File: config.mk
export PLATFORM = sky130hd
export DESIGN_NAME = bch_ibm_solver
export DESIGN_NICKNAME = d
export VERILOG_FILES = /design/src/rtl/bch_ibm_solver.sv
export SDC_FILE = /design/constraint.sdc
export NUM_CORES = 1
export LEC_CHECK = 0
export ABC_CLOCK_PERIOD_IN_PS = 3600
export CORE_AREA = 2 2 95 88
export CTS_CLUSTER_SIZE = 12
export DETAILED_ROUTE_END_ITERATION = 10
export DIE_AREA = 0 0 97 90
export PLACE_DENSITY_LB_ADDON = 0.3
export SETUP_SLACK_MARGIN = 0.4
export SLEW_MARGIN = 0
export SYNTH_ARGS = -nofsm -noshare
export SYNTH_HDL_FRONTEND = slang
export SYNTH_SLANG_ARGS = --single-unit
export TNS_END_PERCENT = 5
File: constraint.sdc
create_clock -name clk -period 3.6 [get_ports clk]
set_input_delay 0.36 -clock clk [delete_from_list [all_inputs] [get_ports clk]]
set_output_delay 0.36 -clock clk [all_outputs]
set_load 0.02 [all_outputs]
File: src/rtl/bch_ibm_solver.sv
// Simplified inversionless Berlekamp-Massey key-equation solver: 2T syndromes in, error locator Lambda(x) out.
// Latency: T cycles from accept to out_valid (T+M when BCH_IBM_NORMALIZE_EN is defined, adding Lambda0=1 scaling).
// Backpressure: in_ready only in IDLE; the result is held in DONE until out_ready, and in_valid while busy is ignored.
module bch_ibm_solver #(
    parameter int         M         = 4,
    parameter int         T         = 2,
    parameter logic [M:0] PRIM_POLY = 5'b10011
) (
    input  logic                       clk,
    input  logic                       rst,
    input  logic                       in_valid,
    output logic                       in_ready,
    input  logic [2*T*M-1:0]           syndromes,
    output logic                       out_valid,
    input  logic                       out_ready,
    output logic [(T+1)*M-1:0]         lambda,
    output logic [$clog2(T+1)-1:0]     degree
);

    localparam int KW = $clog2(T + 2) + 1;
    localparam int RW = $clog2(T + 1);
    localparam int DW = $clog2(T + 1);
    localparam logic signed [KW-1:0] K_ONE = 1;

`ifdef BCH_IBM_NORMALIZE_EN
    localparam int NW = $clog2(M);
    typedef enum logic [1:0] {IDLE, ITER, NORM, DONE} state_t;
`else
    typedef enum logic [1:0] {IDLE, ITER, DONE} state_t;
`endif

    state_t                   state;
    logic [2*T-1:0][M-1:0]    syn;      // syn[n] holds S_(n+1)
    logic [T:0][M-1:0]        lam;
    logic [T:0][M-1:0]        bb;
    logic [M-1:0]             gamma;
    logic signed [KW-1:0]     k;
    logic [RW-1:0]            r;

    logic [M-1:0]             delta;
    logic                     upd;
    logic [T:0][M-1:0]        lam_nxt;
    logic [T:0][M-1:0]        bb_nxt;

    // Shift-and-add GF(2^M) multiply, reducing by PRIM_POLY at each shift
    function automatic logic [M-1:0] gf_mul(input logic [M-1:0] a, input logic [M-1:0] b);
        logic [M-1:0] p;
        logic [M-1:0] aa;
        p  = '0;
        aa = a;
        for (int i = 0; i < M; i++) begin
            if (b[i]) p = p ^ aa;
            aa = {aa[M-2:0], 1'b0} ^ (aa[M-1] ? PRIM_POLY[M-1:0] : '0);
        end
        return p;
    endfunction

    assign lambda = lam;

    // Discrepancy: coefficient of x^(2r) in S(x)*Lambda(x); iteration index selects the syndrome window
    always_comb begin
        delta = '0;
        for (int j = 0; j < T; j++) begin
            if (r == RW'(j)) begin
                for (int i = 0; i <= T; i++) begin
                    if (i <= 2 * j) delta = delta ^ gf_mul(lam[i], syn[2*j-i]);
                end
            end
        end
    end

    // Next Lambda and B; B takes x*Lambda_old when the discrepancy is usable, otherwise shifts by x^2
    always_comb begin
        upd        = (delta != '0) && !k[KW-1];
        lam_nxt    = '0;
        bb_nxt     = '0;
        lam_nxt[0] = gf_mul(gamma, lam[0]);
        for (int i = 1; i <= T; i++) begin
            lam_nxt[i] = gf_mul(gamma, lam[i]) ^ gf_mul(delta, bb[i-1]);
            if (upd) bb_nxt[i] = lam[i-1];
        end
        if (!upd) begin
            for (int i = 2; i <= T; i++) bb_nxt[i] = bb[i-2];
        end
    end

    // Degree is the index of the highest nonzero locator coefficient
    always_comb begin
        degree = '0;
        for (int i = 1; i <= T; i++) begin
            if (lam[i] != '0) degree = DW'(i);
        end
    end

`ifdef BCH_IBM_NORMALIZE_EN
    logic [M-1:0]  acc;
    logic [M-1:0]  pw;
    logic [NW-1:0] ncnt;
    logic [M-1:0]  pw_sq;

    // Next power a^(2^(n+1)) for the square-and-multiply inversion chain
    always_comb pw_sq = gf_mul(pw, pw);
`endif

    // Control FSM with registered handshakes; iterations update Lambda, B, gamma and k each edge
    always_ff @(posedge clk or posedge rst) begin
        if (rst) begin
            state     <= IDLE;
            in_ready  <= 1'b1;
            out_valid <= 1'b0;
            syn       <= '0;
            lam       <= '0;
            bb        <= '0;
            gamma     <= '0;
            k         <= '0;
            r         <= '0;
`ifdef BCH_IBM_NORMALIZE_EN
            acc       <= '0;
            pw        <= '0;
            ncnt      <= '0;
`endif
        end else begin
            case (state)
                IDLE: begin
                    if (in_valid) begin
                        syn      <= syndromes;
                        lam      <= '0;
                        lam[0]   <= M'(1);
                        bb       <= '0;
                        bb[0]    <= M'(1);
                        gamma    <= M'(1);
                        k        <= '0;
                        r        <= '0;
                        in_ready <= 1'b0;
                        state    <= ITER;
                    end
                end
                ITER: begin
                    lam <= lam_nxt;
                    bb  <= bb_nxt;
                    if (upd) begin
                        gamma <= delta;
                        k     <= ~k;
                    end else begin
                        k     <= k + K_ONE;
                    end
                    r <= r + RW'(1);
                    if (r == RW'(T - 1)) begin
`ifdef BCH_IBM_NORMALIZE_EN
                        // Lambda0 is fixed from here on; start the inversion from its new value
                        acc   <= M'(1);
                        pw    <= lam_nxt[0];
                        ncnt  <= '0;
                        state <= NORM;
`else
                        out_valid <= 1'b1;
                        state     <= DONE;
`endif
                    end
                end
`ifdef BCH_IBM_NORMALIZE_EN
                NORM: begin
                    if (ncnt != NW'(M - 1)) begin
                        acc  <= gf_mul(acc, pw_sq);
                        pw   <= pw_sq;
                        ncnt <= ncnt + NW'(1);
                    end else begin
                        for (int i = 0; i <= T; i++) lam[i] <= gf_mul(lam[i], acc);
                        out_valid <= 1'b1;
                        state     <= DONE;
                    end
                end
`endif
                DONE: begin
                    if (out_ready) begin
                        out_valid <= 1'b0;
                        in_ready  <= 1'b1;
                        state     <= IDLE;
                    end
                end
                default: state <= IDLE;
            endcase
        end
    end

endmodule

==> results of run 1 <==
[metal layers]
metal | track usage | routed length, um | up-vias
li1 | - | - | 1826
met1 | 0.3667 | 4883 | 1815
met2 | 0.3877 | 5143 | 169
met3 | 0.02955 | 842 | 22
met4 | 0.08099 | 196 | 0
met5 | 0 | 0 | -
[kinds of logic after synthesis]
| group | Yosys count |
|---|---|
| mux | 13 |
| flops | 42 |
| simple gates | 219 |
| buf+inv | 58 |
| compound gates | 96 |
| fa+ha+maj | 6 |
| xor+xnor | 95 |
[power breakdown]
part           total (mW)  leakage (nW)  internal (mW)  switching (mW)
logic                3.81          1.45           1.82            1.99
registers           0.993         0.526          0.657           0.336
clock network       0.309        0.0450          0.135           0.174
[final cells by class]
| class | count | share of cell area |
|---|---|---|
| inverters | 17 | 0.01466 |
| clock buffers | 6 | 0.01492 |
| repair buffers | 70 | 0.1248 |
| clock inverters | 2 | 0.002058 |
| well taps | 99 | 0.02547 |
| flip-flops and latches | 42 | 0.2176 |
| multi-input cells | 429 | 0.6005 |
[cells in the final DEF (no fill, tap or decap), types with 3 or more instances in the layout]
cell | netlist | layout
and2_1 | 3 | 3
a22oi_1 | 9 | 9
ha_4 | 0 | 3
o22ai_1 | 3 | 3
xor2_1 | 23 | 22
nand2b_1 | 3 | 3
a31oi_1 | 3 | 3
nor2_1 | 16 | 16
xnor2_2 | 3 | 9
nand3_1 | 16 | 16
nor3_1 | 4 | 4
inv_1 | 16 | 12
clkbuf_8 | 0 | 5
o21ai_1 | 4 | 4
clkdlybuf4s50_1 | 0 | 31
a22o_1 | 3 | 3
dfrtp_2 | 0 | 5
xnor2_1 | 58 | 51
ha_1 | 6 | 3
xnor3_1 | 9 | 9
nand3b_1 | 4 | 4
o21ai_0 | 31 | 31
mux2i_1 | 10 | 9
o31ai_1 | 6 | 6
o211ai_1 | 3 | 3
buf_4 | 2 | 38
dfrtp_1 | 41 | 36
a21oi_1 | 15 | 15
nand2_1 | 153 | 150
[what timing repair did]
action,CTS,global route
buffers inserted,9,5
gates resized for setup,11,10
pin swaps,10,10
cloned,0,0
endpoints found under the setup margin,9,14
[worst max-delay path, delay by kind of cell, from the launching register on]
family        cells  cell delay (ns)
buf+inv           2             0.14
flops             1             0.41
simple gates      2             0.11
fa+ha+maj         2             0.56
mux               2             0.36
xor+xnor          8             1.69
[worst paths after layout]
check	from	to	cells after the start
worst max-delay path	lambda[7]$_DFFE_PP0P_	lambda[10]$_DFFE_PP0P_	16
worst min-delay path	rst	syn[1]$_DFFE_PP0P_	3
worst max register to register	lambda[7]$_DFFE_PP0P_	lambda[10]$_DFFE_PP0P_	16
worst min register to register	k[0]$_DFFE_PP0P_	k[0]$_DFFE_PP0P_	1
max in group asynchronous	rst	lambda[6]$_DFFE_PP0P_	3
min in group clk	k[0]$_DFFE_PP0P_	k[0]$_DFFE_PP0P_	1
[per-stage QoR]
stage / total power [mW] / setup WS [ns]
5_1_grt: 5.489 / 0.03498
3_5_place_dp: 4.368 / 0.1398
4_1_cts: 4.867 / 0.2993
2_1_floorplan: 3.585 / 0.2607
6_report: 5.113 / 0.1998
3_3_place_gp: 4.280 / 0.2098
[registers in the layout (all words and copies together) (netlist names)]
register / flops
state: 2
bb: 5
lambda: 12
out_valid: 1
k: 3
gamma: 4
in_ready: 1
r: 2
syn: 12
==> qor.csv, run 1 <==
stage,metric,value,unit
drt,wl_per_cell,16.64,um
logic_synthesis,synth_top_area_frac,0.2500,
drt,routed_via_density,5.762,
cells_and_area,drive_gt1_frac,0.1519,
setup_path,crit_fanout,3,
sta,fin_setup_tns,0,ns
cells_and_area,diodes,0,
floorplan,core,7796,um2
setup_path,crit_path_frequent_cell,xnor2_1,
cells_and_area,post-route-util,0.6238,
power,leakage,2.024,nW
cells_and_area,final_area,4863,um2
floorplan,rows,31,
clock_tree,cts_hold_buffers,0,
drt,wl,11070,um
clock_tree,htreeDepth,2,
setup_path,critPathMaxStageDelay,0.47,ns
floorplan,dieWidth,97,um
sta,period_minus_slack,3.400,ns
setup_path,cp-start-kind,flop,
grt,grt_overflow,0,
logic_synthesis,syn_inst,529,
logic_synthesis,synth_top_family_by_area,XOR/XNOR gates,
drt,drtAntennaViolNets,0,
placed_design,dp_cells,643,
clock_tree,cts.root.buffer_cell,clkbuf_8,
setup_path,critical_path_class,reg2reg,
placed_design,port_buffers,31,
logic_synthesis,synth_mux_area_frac,0.03262,
logic_synthesis,yosysWarnings,0,
clock_tree,clk_latency,0.30,ns
logic_synthesis,synth_xor_area_frac,0.2460,
clock_tree,cts_tree,yes,
power,ir_drop,463.7,uV
floorplan,die_area,8730,um2
floorplan,die_h,90,um
drt,num_vias,3832,
sta,worstMarginPinSlew,1.137,ns
cells_and_area,regArea,1059,um2
setup_path,end_kind,flop,
clock_tree,clockBufferDepth,2,
grt,antenna_found_initial,0,
setup_path,crit_slowest_cell,xnor3_1,
worst_hold_path,holdCritPathClass,in2async,
logic_synthesis,synthArstFlopShare,1.000,
cells_and_area,multi_input_area,2920,um2
logic_synthesis,synth_nets,555,
logic_synthesis,synth_area_leader_cell,dfrtp_1,
sta,hold_violations,0,
floorplan,initial_core_util,0.5264,
logic_synthesis,synthTopCellsByArea,"dfrtp_1 25%, nand2_1 14%, xnor2_1 12%",
clock_tree,cts_sinks,42,
cells_and_area,fillers,652,
logic_synthesis,yosys.area_share.adder,0.01829,
grt,grt_pass1_vias,3549,
sta,slew_headroom,0.2421,
logic_synthesis,yosys.area_share.simple,0.2329,
logic_synthesis,yosys_register_bits,42,
logic_synthesis,synthTopCellsByCount,"153 x nand2_1, 58 x xnor2_1, 41 x dfrtp_1",
sta,timing.fmax,0.2941,GHz
logic_synthesis,netlist_area,4104,um2
clock_tree,numCtsBuffers,5,
setup_path,r2r_setup_slack,0.20,ns
logic_synthesis,synth-seq-area-share,0.2564,
setup_path,path_cells,clkinv_4 -> ha_4 -> nand2_2 -> xor2_1 -> xnor2_1 -> xnor3_1 -> mux2i_2 -> xnor2_2 -> inv_2 -> ha_4 -> nand2_4 -> xnor2_2 -> xnor2_1 -> xnor2_1 -> xnor3_1 -> mux2i_1,
logic_synthesis,synth-edff-count,0,
drt,drcViolationCount,0,
grt,gr-usage-all-layers,0.2510,
logic_synthesis,synth.most_common_cell,nand2_1,
placed_design,dp_hpwl,7590,um
sta,fin_skew,0.01077,ns
cells_and_area,stdcell_count,665,
logic_synthesis,synth_compound_area_frac,0.1497,
logic_synthesis,avgSynthCellArea,7.758,um2
cells_and_area,nNetsFinal,591,
sta,slew_viol_final,0,
sta,fin_crit_sh,0.9445,
cells_and_area,synthToLayoutAreaGrowth,18.51,%
floorplan,io_pins,36,
drt,drt_iter0_markers,337,
drt,dr.pass1.iters,5,
placed_design,routabilityCongestion,1.006,
job,maxCapViolations,0,
grt,grt_pass1_wl,18020,um
power,pwr_density_cell,1051,nW/um2
logic_synthesis,synth_cell_types,66,
sta,setup_viol,0,
placed_design,placed_area,4562,um2
sta,hold_ws,0.5033,ns
sta,rsz0062_at_grt,true,
setup_path,worstPathRequired,3.78,ns
grt,grt_max_degree,43,
logic_synthesis,ys.flop_type,dfrtp_1,
clock_tree,path_clk_slew,0.09,ns
outcome,outcome,"complete, no violations",
setup_path,worstPathArrival,3.58,ns
Power figures use the tool's default switching activity.
==> run 2, diff against run 1 <==
--- a/config.mk
+++ b/config.mk
@@ -5,7 +5,6 @@
 export SDC_FILE = /design/constraint.sdc
 export NUM_CORES = 1
 export LEC_CHECK = 0
-export ABC_CLOCK_PERIOD_IN_PS = 3600
 export CORE_AREA = 2 2 95 88
 export CTS_CLUSTER_SIZE = 12
 export DETAILED_ROUTE_END_ITERATION = 10
==> results of run 2 <==
Final layout, timing and power as in run 1 (identical DEF).
==> run 3, diff against run 2 <==
==> constraint.sdc (replaced) <==
create_clock -name clk -period 2.8 [get_ports clk]
set_input_delay 0.28 -clock clk [delete_from_list [all_inputs] [get_ports clk]]
set_output_delay 0.28 -clock clk [all_outputs]
set_load 0.02 [all_outputs]
==> run 3 against run 2 <==
  * Flip-flop and latch count unchanged
  * Non-clock buffer count rose by 52
  * Core utilization rose by 7.7 points
  * The run now ends with setup timing left
  * Critical path type unchanged
  * Routed wire length is 19% higher
  * Via count rose by 8.9%
  * Combinational power grew 75%
  * Critical path depth decreased by 5
  * Die area unchanged
  * Sequential share of layout area fell by 2.4 points
  * Global-route usage increased by 3.5 points
  * Register-to-register slack got worse by 0.77 ns
  * Count of clock-buffer cells in the layout increased by 2
==> qor.csv, run 3 (same netlist as run 1, synthesis figures left out) <==
stage,metric,value,unit
outcome,outcome,"finished, violations left",
outcome,violations,setup timing,
setup_path,critical_path_class,reg2reg,
setup_path,r2r_cells,11,
sta,slew_viol_final,0,
sta,setup_viol,15,
grt,grt_pass1_wl,20180,um
clock_tree,numCtsBuffers,5,
cells_and_area,final_cell_mix,"147 x nand2_1, 76 x buf_4, 47 x xnor2_1",
setup_path,cp-start-kind,flop,
cells_and_area,post-route-util,0.7004,
placed_design,dp_cells,694,
worst_hold_path,holdCritPathClass,in2async,
power,leakage,2.356,nW
grt,groute.layer.met1.usage,0.3806,
sta,hold_violations,0,
drt,num_vias,4174,
clock_tree,path_clk_slew,0.08,ns
job,maxCapViolations,0,
drt,routed_via_density,5.821,
floorplan,initial_core_util,0.5264,
drt,drt_iter0_markers,311,
placed_design,dp_hpwl,8770,um
cells_and_area,multi_input_area,3042,um2
drt,dr.pass1.iters,6,
setup_path,worstPathRequired,3.03,ns
cells_and_area,fillers,577,
grt,met3_usage,0.03421,
sta,fin_skew,0.01135,ns
floorplan,dieWidth,97,um
clock_tree,htreeDepth,2,
setup_path,crit_fanout,10,
cells_and_area,synthToLayoutAreaGrowth,33.05,%
power,ir_drop,741.6,uV
grt,grt_pass1_vias,3998,
cells_and_area,nNetsFinal,643,
sta,fin_crit_sh,1.205,
setup_path,reg2reg_to,lambda[10]$_DFFE_PP0P_,
sta,timing.fmax,0.2965,GHz
grt,top_usage_layer,met2,
clock_tree,clockBufferDepth,2,
floorplan,die_area,8730,um2
grt,gr-usage-all-layers,0.2856,
grt,antenna_found_initial,0,
grt,grt_max_degree,27,
drt,drcViolationCount,0,
cells_and_area,regArea,1059,um2
sta,rsz0062_at_grt,true,
grt,grt_overflow,0,
sta,worstMarginPinSlew,0.7285,ns
sta,finalWorstSetupSlack,-0.5731,ns
setup_path,rr_startpoint,lambda[8]$_DFFE_PP0P_,
drt,wl_per_cell,18.29,um
setup_path,r2r_setup_slack,-0.57,ns
placed_design,port_buffers,31,
floorplan,io_pins,36,
clock_tree,cts_hold_buffers,0,
clock_tree,clk_latency,0.31,ns
floorplan,die_h,90,um
drt,wl,13120,um
clock_tree,cts.root.buffer_cell,clkbuf_8,
cells_and_area,final_common_cell,nand2_1,
grt,grtUsageMet2,0.4826,
clock_tree,cts_sinks,42,
setup_path,end_kind,flop,
setup_path,worstPathArrival,3.60,ns
clock_tree,cts_tree,yes,
floorplan,core,7796,um2
cells_and_area,diodes,0,
sta,period_minus_slack,3.373,ns
power,pwr_density_cell,1520,nW/um2
placed_design,routabilityCongestion,1.013,
floorplan,rows,31,
sta,slew_headroom,0.5125,
cells_and_area,stdcell_count,717,
cells_and_area,drive_gt1_frac,0.2557,
drt,drtAntennaViolNets,0,
## run 3: how the worst max path moves through the flow
stage / slack (ns) / startpoint / end / cells after the start
2_1_floorplan: -0.54 / lambda[7]$_DFFE_PP0P_ / lambda[10]$_DFFE_PP0P_ / 16
3_3_place_gp: -0.41 / lambda[3]$_DFFE_PP0P_ / lambda[10]$_DFFE_PP0P_ / 16
3_5_place_dp: -0.52 / lambda[3]$_DFFE_PP0P_ / lambda[10]$_DFFE_PP0P_ / 16
4_1_cts: -0.57 / lambda[10]$_DFFE_PP0P_ / lambda[10]$_DFFE_PP0P_ / 16
5_1_grt: -0.69 / lambda[7]$_DFFE_PP0P_ / lambda[10]$_DFFE_PP0P_ / 16
6_report: -0.57 / lambda[8]$_DFFE_PP0P_ / lambda[10]$_DFFE_PP0P_ / 11
## run 3: stage by stage
stage / total power [mW] / hold WS, ns / setup slack [ns] / setup TNS (ns) / cell area [um2]
global placement: 6.215 / 0.4906 / -0.4145 / -3.323 / 4945
floorplan: 4.609 / 0.3854 / -0.5393 / -3.794 / 4145
CTS: 7.472 / 0.2564 / -0.5743 / -5.117 / 5244
finish: 8.301 / 0.2447 / -0.5731 / -4.794 / 5460
global route: 8.784 / 0.2715 / -0.6859 / -6.521 / 5460
detailed placement: 6.364 / 0.5158 / -0.5159 / -4.367 / 4945
## run 3: layout make-up
type	count	share of cell area
Clock buffer	8	0.02017
Inverter	17	0.01329
Multi-Input combinational cell	429	0.5571
Sequential cell	42	0.1939
Tap cell	99	0.02269
Timing Repair Buffer	122	0.1929
## run 3: where the power goes
part           total, mW  switching, mW  internal, mW
logic               6.66           3.30          3.36
registers           1.17          0.322         0.846
clock network      0.477          0.227         0.249
## run 3: critical path, cell delays in order, from the launching register on
cell     delay, ns
dfrtp_1       0.49
buf_4         0.25
nand2_1       0.11
xnor2_1       0.23
xnor2_1       0.15
xnor3_2       0.52
xnor3_1       0.43
nand2_1       0.09
xor2_1        0.31
nand2_1       0.11
xnor3_1       0.41
mux2i_1       0.19
## run 3: timing repair
action                     in CTS  in global routing
buffers inserted               12                  3
setup endpoints to repair      18                 18
resized for setup              25                 39
pin swaps                      15                 28
## run 3: per-layer routing
metal	share of wire	wire, um
met2	0.49	6395
met1	0.40	5289
met4	0.035	457
met5	0	0
met3	0.074	975
